## config.mk

```make
export PLATFORM = sky130hd
export DESIGN_NAME = knn_query_ctrl
export DESIGN_NICKNAME = d
export VERILOG_FILES = /design/src/rtl/knn_query_ctrl.sv
export SDC_FILE = /design/constraint.sdc
export NUM_CORES = 1
export LEC_CHECK = 0
export CAP_MARGIN = 20
export CORE_ASPECT_RATIO = 0.9
export CORE_UTILIZATION = 49
export CTS_BUF_LIST = sky130_fd_sc_hd__clkbuf_8
export CTS_CLUSTER_SIZE = 12
export DETAILED_ROUTE_END_ITERATION = 8
export PLACE_DENSITY = 0.78
export SYNTH_ARGS = -nofsm -noshare
export SYNTH_HDL_FRONTEND = slang
export SYNTH_SLANG_ARGS = --single-unit
```

## constraint.sdc

```tcl
create_clock -name clk -period 4.3 [get_ports clk]
set_input_delay 1.29 -clock clk [delete_from_list [all_inputs] [get_ports clk]]
set_output_delay 1.29 -clock clk [all_outputs]
set_load 0.005 [all_outputs]
```

## src/rtl/knn_query_ctrl.sv

```systemverilog
// knn_query_ctrl: feeds one query's (distance, label) stream into the head of the
// kNN insertion-sort chain, waits for the chain to settle, then reads the K
// nearest labels back and produces the majority-vote class.
module knn_query_ctrl #(
   parameter int unsigned DIST_W = 16,
   parameter int unsigned K      = 8,
   parameter int unsigned VOTE_W = 4
) (
   input  logic                clk,
   input  logic                rst_n,
   input  logic                start,
   input  logic [7:0]          num_samples,
   input  logic                s_valid,
   output logic                s_ready,
   input  logic [DIST_W-1:0]   s_dist,
   input  logic [1:0]          s_label,
   output logic                chain_rst,
   output logic [DIST_W-1:0]   chain_dist,
   output logic [1:0]          chain_label,
   output logic [7:0]          chain_index,
   input  logic [2*K-1:0]      nn_labels,
   output logic                busy,
   output logic                done,
   output logic [1:0]          class_out,
   output logic [VOTE_W-1:0]   class_votes
);

   typedef enum logic [2:0] {
      ST_IDLE,
      ST_CLR,
      ST_STREAM,
      ST_DRAIN,
      ST_VOTE,
      ST_DECIDE,
      ST_DONE
   } state_t;

   localparam logic [3:0]        DRAIN_LAST = 4'(K);
   localparam logic [3:0]        VOTE_LAST  = 4'(K - 1);
   localparam logic [VOTE_W-1:0] VOTE_ONE   = VOTE_W'(1);

   state_t              r_state;
   logic [8:0]          r_n;
   logic [7:0]          r_idx;
   logic [3:0]          r_dcnt;
   logic [3:0]          r_vidx;
   logic [VOTE_W-1:0]   r_cnt [4];
   logic [1:0]          r_win_lbl;
   logic [VOTE_W-1:0]   r_win_cnt;
   logic                r_out_pend;
   logic                r_s_ready;
   logic                r_chain_rst;
   logic [DIST_W-1:0]   r_chain_dist;
   logic [1:0]          r_chain_label;
   logic [7:0]          r_chain_index;
   logic                r_busy;
   logic                r_done;
   logic [1:0]          r_class;
   logic [VOTE_W-1:0]   r_votes;

   logic                w_hs;
   logic                w_last;
   logic [1:0]          w_vote_lbl;
   logic [1:0]          w_best_lbl;
   logic [VOTE_W-1:0]   w_best_cnt;

   assign w_hs   = s_valid & r_s_ready;
   assign w_last = ({1'b0, r_idx} == (r_n - 9'd1));

   assign s_ready     = r_s_ready;
   assign chain_rst   = r_chain_rst | ~rst_n;
   assign chain_dist  = r_chain_dist;
   assign chain_label = r_chain_label;
   assign chain_index = r_chain_index;
   assign busy        = r_busy;
   assign done        = r_done;
   assign class_out   = r_class;
   assign class_votes = r_votes;

   // select the label of the chain stage currently being tallied
   always_comb begin
      w_vote_lbl = '0;
      for (int unsigned i = 0; i < K; i++) begin
         if (r_vidx == 4'(i)) w_vote_lbl = nn_labels[2*i +: 2];
      end
   end

   // majority pick; strict compare keeps the lowest label on a tie
   always_comb begin
      w_best_lbl = '0;
      w_best_cnt = r_cnt[0];
      for (int unsigned i = 1; i < 4; i++) begin
         if (r_cnt[i] > w_best_cnt) begin
            w_best_cnt = r_cnt[i];
            w_best_lbl = 2'(i);
         end
      end
   end

   // control FSM, chain-head register and result registers
   always_ff @(posedge clk) begin
      if (!rst_n) begin
         r_state       <= ST_IDLE;
         r_n           <= '0;
         r_idx         <= '0;
         r_dcnt        <= '0;
         r_vidx        <= '0;
         for (int unsigned i = 0; i < 4; i++) r_cnt[i] <= '0;
         r_win_lbl     <= '0;
         r_win_cnt     <= '0;
         r_out_pend    <= 1'b0;
         r_s_ready     <= 1'b0;
         r_chain_rst   <= 1'b0;
         r_chain_dist  <= '1;
         r_chain_label <= '0;
         r_chain_index <= '0;
         r_busy        <= 1'b0;
         r_done        <= 1'b0;
         r_class       <= '0;
         r_votes       <= '0;
      end else begin
         // chain head carries a bubble unless a sample is accepted this edge
         r_chain_dist  <= '1;
         r_chain_label <= '0;
         r_chain_index <= '0;
         r_chain_rst   <= 1'b0;
         r_done        <= 1'b0;
         if (w_hs) begin
            r_chain_dist  <= s_dist;
            r_chain_label <= s_label;
            r_chain_index <= r_idx;
         end

         // decision is staged one cycle before it is published with done
         if (r_out_pend) begin
            r_class    <= r_win_lbl;
            r_votes    <= r_win_cnt;
            r_done     <= 1'b1;
            r_out_pend <= 1'b0;
         end

         case (r_state)
            ST_IDLE, ST_DONE: begin
               if (start) begin
                  r_n         <= (num_samples == 8'd0) ? 9'd256 : {1'b0, num_samples};
                  r_idx       <= '0;
                  for (int unsigned i = 0; i < 4; i++) r_cnt[i] <= '0;
                  r_chain_rst <= 1'b1;
                  r_busy      <= 1'b1;
                  r_state     <= ST_CLR;
               end
            end
            ST_CLR: begin
               r_s_ready <= 1'b1;
               r_state   <= ST_STREAM;
            end
            ST_STREAM: begin
               if (w_hs) begin
                  r_idx <= r_idx + 8'd1;
                  if (w_last) begin
                     r_s_ready <= 1'b0;
                     r_dcnt    <= '0;
                     r_state   <= ST_DRAIN;
                  end
               end
            end
            ST_DRAIN: begin
               if (r_dcnt == DRAIN_LAST) begin
                  r_vidx  <= '0;
                  r_state <= ST_VOTE;
               end else begin
                  r_dcnt <= r_dcnt + 4'd1;
               end
            end
            ST_VOTE: begin
               r_cnt[w_vote_lbl] <= r_cnt[w_vote_lbl] + VOTE_ONE;
               if (r_vidx == VOTE_LAST) r_state <= ST_DECIDE;
               else                     r_vidx  <= r_vidx + 4'd1;
            end
            ST_DECIDE: begin
               r_win_lbl  <= w_best_lbl;
               r_win_cnt  <= w_best_cnt;
               r_out_pend <= 1'b1;
               r_busy     <= 1'b0;
               r_state    <= ST_DONE;
            end
            default: r_state <= ST_IDLE;
         endcase
      end
   end

endmodule

```

# Yosys cells after proc, flatten, opt, wreduce, memory -nomap -nowiden
# Memory sizes are Yosys's and may differ from the RTL's.
# Index checks and enable logic that the tools add are counted.
# op_classes
add_sub_neg	5
magnitude_cmp	3
eq_ne	22
n_mux	53
bitwise_logic	7
reduce_logical	18
# ops
op	n
two-way mux 4 bit	13
two-way mux 2 bit	11
case mux 3 bit (6 select lines)	1
== test 4 x 3 -> 1 bit (second input constant)	4
two-way mux 8 bit	2
case mux 4 bit (2 select lines)	2
case mux 8 bit (2 select lines)	1
two-way mux 1 bit	15
two-way mux 3 bit	5
!= test 2 bit (second input constant)	7
adder 4 x 1 -> 4 bit (second input constant)	3
greater-than comparator 4 bit	3
nonzero test 2 bit	5
== test 3 bit (second input constant)	3
== test 8 x 9 -> 1 bit	1
two-way mux 9 bit	1
AND reduction 3 bit	3
subtractor 9 x 1 -> 9 bit (second input constant)	1
adder 8 x 1 -> 8 bit (second input constant)	1
== test 4 x 2 -> 1 bit (second input constant)	2
logical NOT 8 bit	1
== test 3 x 2 -> 1 bit (second input constant)	2
AND reduction 2 bit	3
OR 1 bit	5
other kinds (12)	13
# word_totals
register_bits	71
mem_bits_rw	16
input_bits	46
out_inout_bits	36
elab_cells	126
memories	1
# mem_list
memory	words	word_bits	read_ports	rd_clocked_by_memory_dff	wr	line_no	rtl
r_cnt	4	4	5	0	4	47	logic [VOTE_W-1:0] r_cnt [4];

# Longest topological paths before layout
# Gate-level depths: netlist of run 1.
# An unclocked memory read counts as a cell.
# depth
word_depth	12
depth_mapped	21
depth_no_buf	21

# Worst setup path before layout of run 1
# Ideal clock, no wire load.
# synth_path
kind	register to register
from	memory r_cnt[1][3]
to	register r_win_cnt[1]
setup_time_ps	70
arrival_time_ps	4051
required_time_ps	4230
path_slack_ps	179
path_stages_with_launch	19
path_buffers	0
synth_period_minus_slack_ps	4121
path_cell_list	edfxtp_1 ha_1 o21ai_0 a21oi_1 o21a_1 mux2_2 ha_1 nor2_1 maj3_1 a32oi_1 mux2_2 ha_1 o21ai_0 nand2b_1 a21oi_1 a41o_1 nor2_1 a211o_1 a21oi_1
# synth_lines
element	line_no	rtl
from (decl)	47	
to (signal assigned)	182	r_win_cnt <= w_best_cnt;
to (decl)	49	logic [VOTE_W-1:0] r_win_cnt;

==> results of run 1 <==
-- cells by family after synthesis --
family / Yosys count / share of synthesized area, %
flip-flops: 87 / 43.17
XOR/XNOR: 16 / 3.181
AO/OA/AOI/OAI: 82 / 12.58
multiplexers: 31 / 7.611
buffers and inverters: 41 / 3.919
AND/OR/NAND/NOR: 201 / 23.63
adder cells (fa/ha/maj): 21 / 5.907
-- power by group through the flow --
| stage | clock, uW | sequential (uW) | combinational (uW) |
|---|---|---|---|
| 3_5_place_dp | 0 | 909 | 350 |
| 2_1_floorplan | 0 | 897 | 238 |
| 3_3_place_gp | 0 | 907 | 337 |
| 4_1_cts | 660 | 890 | 352 |
| 5_1_grt | 685 | 896 | 412 |
| 6_report | 645 | 891 | 378 |
-- worst max-delay path, delay by kind of cell, from the launching register on --
kind / cells / cell delay [ns]
fa+ha+maj: 3 / 0.97
buf+inv: 1 / 0.16
flops: 1 / 0.43
simple gates: 3 / 0.20
mux: 2 / 0.66
compound gates: 9 / 1.69
-- flip-flops by register name (all words and copies together), names as in the netlist, 3 cells and up --
name / flops
class_votes: 4
r_dcnt: 4
r_cnt: 16
chain_dist: 16
r_idx: 8
r_win_cnt: 4
r_n: 9
chain_index: 8
r_state: 3
r_vidx: 4
-- layer usage --
metal,wire length [um],part of all wire (%)
met2,4560,46
met1,4322,44
met4,207,2.1
met3,746,7.6
met5,0,0
-- layout make-up --
class / instances / area [sq um] / share of cell area (%)
clock buffers: 9 / 123.9 / 2.209
flip-flops and latches: 87 / 1902 / 33.92
inverters: 24 / 90.09 / 1.607
well taps: 119 / 148.9 / 2.656
clock inverters: 7 / 100.1 / 1.785
multi-input cells: 351 / 2379 / 42.42
repair buffers: 88 / 863.3 / 15.40
-- through the flow --
stage / setup TNS, ns / cell area [sq um] / hold WS (ns) / total power (uW) / utilization [%]
3_5_place_dp: 0 / 5320 / 0.4721 / 1259 / 61.52
5_1_grt: -0.1343 / 5607 / 0.5113 / 1994 / 64.83
3_3_place_gp: 0 / 5320 / 0.4465 / 1244 / 61.52
6_report: 0 / 5607 / 0.4862 / 1915 / 64.83
2_1_floorplan: 0 / 4405 / 0.4315 / 1135 / -
4_1_cts: 0 / 5544 / 0.4871 / 1902 / 64.11
-- repair_timing --
item	in CTS	in global routing
buffers inserted	0	2
setup endpoints to repair	0	6
hold buffers	0	0
resized for setup	0	11
-- cells in the mapped netlist (all sizes together), types with 9 or more instances --
cell / count
dfxtp: 71
nor2: 65
nand2: 36
a21oi: 28
inv: 24
mux2i: 23
ha: 20
and2: 16
edfxtp: 16
o21ai: 16
or2: 16
clkbuf: 13
nand3: 10
nand2b: 9
nor2b: 9
xnor2: 9
-- worst paths after layout --
kind	endpoint	slack [ns]	depth (start not counted)
max	r_win_cnt[1]	0.14	18
max reg2reg	r_win_cnt[1]	0.14	18
min reg2reg	r_win_cnt[1]	0.49	2
min	r_win_cnt[1]	0.49	2
==> key figures, run 1 <==
Placed design
  – Post-DP HPWL: approximately 7400 um
  – Gpl congestion: 0.8782
  – Pre-CTS setup slack: 0.04364 ns
  – # port buffers: 81
  – DP Cell Count: roughly 670

Synthesis
  – Flops & latches, synth: slightly below 90
  – EDFF count, synth: 16
  – Post-synthesis cell type count: between 60 and 70
  – Cells after Synth: 479
  – Mean Syn Cell Area: between 9 and 10 sq um
  – Synth warn: 0
  – Most used DFF post-synth: dfxtp_1
  – Synth top area cells: dfxtp_1, edfxtp_1, ha_1
  – Largest area contributor in the netlist: dfxtp_1
  – Syn nets: around 550
  – Seq/Total Area, Yosys: 43.17%
  – Synth Cell Area: 0.004405 sq mm
  – Ys async rst share: 0%
  – Yosys top cell area share: 32.26%

Clocking
  – Reg clk slew, reported paths: approximately 0.090 ns
  – Num CTS Buffers: 9
  – Clock root buffer: clkbuf_8
  – Clock sink count: 87
  – Clock Path Buffers: 2
  – Worst skew pair latency: 0.36 ns
  – H-tree levels: 3
  – CTS tree: built

Power
  – Clock Power Share: 33.7%
  – Combinational group share of total power: 19.8%
  – Power Internal: 1382 uW
  – Flop pwr share: 46.5%
  – P_sw: between 500 and 600 uW
  – PwrDens: 341.5 mW/mm^2
  – Switching part of the total power: between 20% and 30%
  – Leakage: 0.002124 uW
  – Peak supply drop: about 0.00021 V

Outcome
  – Status: complete, no violations

Final layout
  – Most frequent cells in the layout: clkdlybuf4s50_1, dfxtp_1, nor2_1, nand2_1, a21oi_1
  – Commonest non-fill, non-tap cell in the layout: clkdlybuf4s50_1
  – Layout cells sized above 1: 12.01%
  – Nets: 627
  – Ant. Diodes: 0
  – Final non-filler cell total: just under 700
  – Area growth from synthesis to layout: 27.27%
  – Layout fillers: 730

Worst setup path
  – Setup crit end kind: flop
  – CP max-delay cell: edfxtp_1
  – Arrival time worst endpoint: 4.46 ns
  – Worst Setup Path Type: flop to flop
  – Required time of the critical path: 4.60 ns
  – CP peak stage delay: around 0.43 ns
  – Most used cell, CP: ha_1
  – Critical-path cell list: ha_1 > nand2b_1 > a21oi_1 > o21a_1 > buf_4 > mux2i_1 > ha_1 > a21o_1 > a32oi_2 > mux2_4 > ha_1 > o21ai_0 > nand2b_1 > a21oi_1 > a41o_1 > nor2_1 > a211o_1 > a21oi_2
  – Max FO, Critical Path: 5
  – Setup crit start: r_cnt[1][1]
  – Setup crit start kind: flop
  – Reg2Reg Launch Point: r_cnt[1][1]

STA
  – Slew @ Worst Pin: 0.6290 ns
  – Final hold violations: 0
  – Setup Viol. Count Final: 0
  – Slew margin rel.: 57.74%
  – Slew Limit Fails: 0
  – Setup Skew: between 0.01 and 0.015 ns
  – Maximum clock frequency: 240.1 MHz
  – Final WS setup: between 0.1 and 0.15 ns
  – Tcrit/Tclk final: 96.84%
  – Minimum clock period: 4.164 ns

GRT
  – Busiest layer in global routing: met2
  – Initial antenna violation count: 0
  – Largest net degree at the start of global routing: 21
  – GRT Residual Overflow: 0
  – Vias in the first global route: around 3,600
  – Met3 Use GR: 6.707%
  – Total GRT Usage: about 22%
  – First-pass GRT wire length: approximately 17,000 um
  – Met2 GRT Util: 35.87%
  – M1 GR Usage: between 20% and 30%

Routing
  – Total number of vias: around 3,700
  – DRC Markers: 0
  – DR pass1 iterations: 4
  – WL final: 9837 um
  – Wire per inst: 14.36 um
  – Antenna Violating Nets Remaining: 0
  – Iter 0 DRT Violations: 132
  – Via-per-instance ratio: 5.406

Job
  – Number of max-cap violations: 0

Min path
  – Worst Hold Launch: r_win_cnt[1]
  – Hold Path Class: flop to flop

Floorplanning
  – Site row count: 32
  – I/O pins: 82
  – Chip width: 102.0 um
  – Die Height: 91.96 um
  – Die area: approximately 0.0094 sq mm
  – Initial Util: between 50% and 60%
  – CORE AREA: slightly below 0.009 sq mm
Note: power is estimated with default switching activity, not from simulation.
==> run 2, diff against run 1 <==
--- a/config.mk
+++ b/config.mk
@@ -5,13 +5,13 @@
 export SDC_FILE = /design/constraint.sdc
 export NUM_CORES = 1
 export LEC_CHECK = 0
-export CAP_MARGIN = 20
 export CORE_ASPECT_RATIO = 0.9
 export CORE_UTILIZATION = 49
 export CTS_BUF_LIST = sky130_fd_sc_hd__clkbuf_8
 export CTS_CLUSTER_SIZE = 12
 export DETAILED_ROUTE_END_ITERATION = 8
 export PLACE_DENSITY = 0.78
+export SKIP_LAST_GASP = 1
 export SYNTH_ARGS = -nofsm -noshare
 export SYNTH_HDL_FRONTEND = slang
 export SYNTH_SLANG_ARGS = --single-unit
==> results of run 2 <==
The final DEF is identical to that of run 1; final timing and power are the same.
==> run 3, diff against run 2 <==
--- a/config.mk
+++ b/config.mk
@@ -5,6 +5,7 @@
 export SDC_FILE = /design/constraint.sdc
 export NUM_CORES = 1
 export LEC_CHECK = 0
+export CAP_MARGIN = 20
 export CORE_ASPECT_RATIO = 0.9
 export CORE_UTILIZATION = 49
 export CTS_BUF_LIST = sky130_fd_sc_hd__clkbuf_8
==> results of run 3 <==
The final DEF is identical to that of run 1; final timing and power are the same.
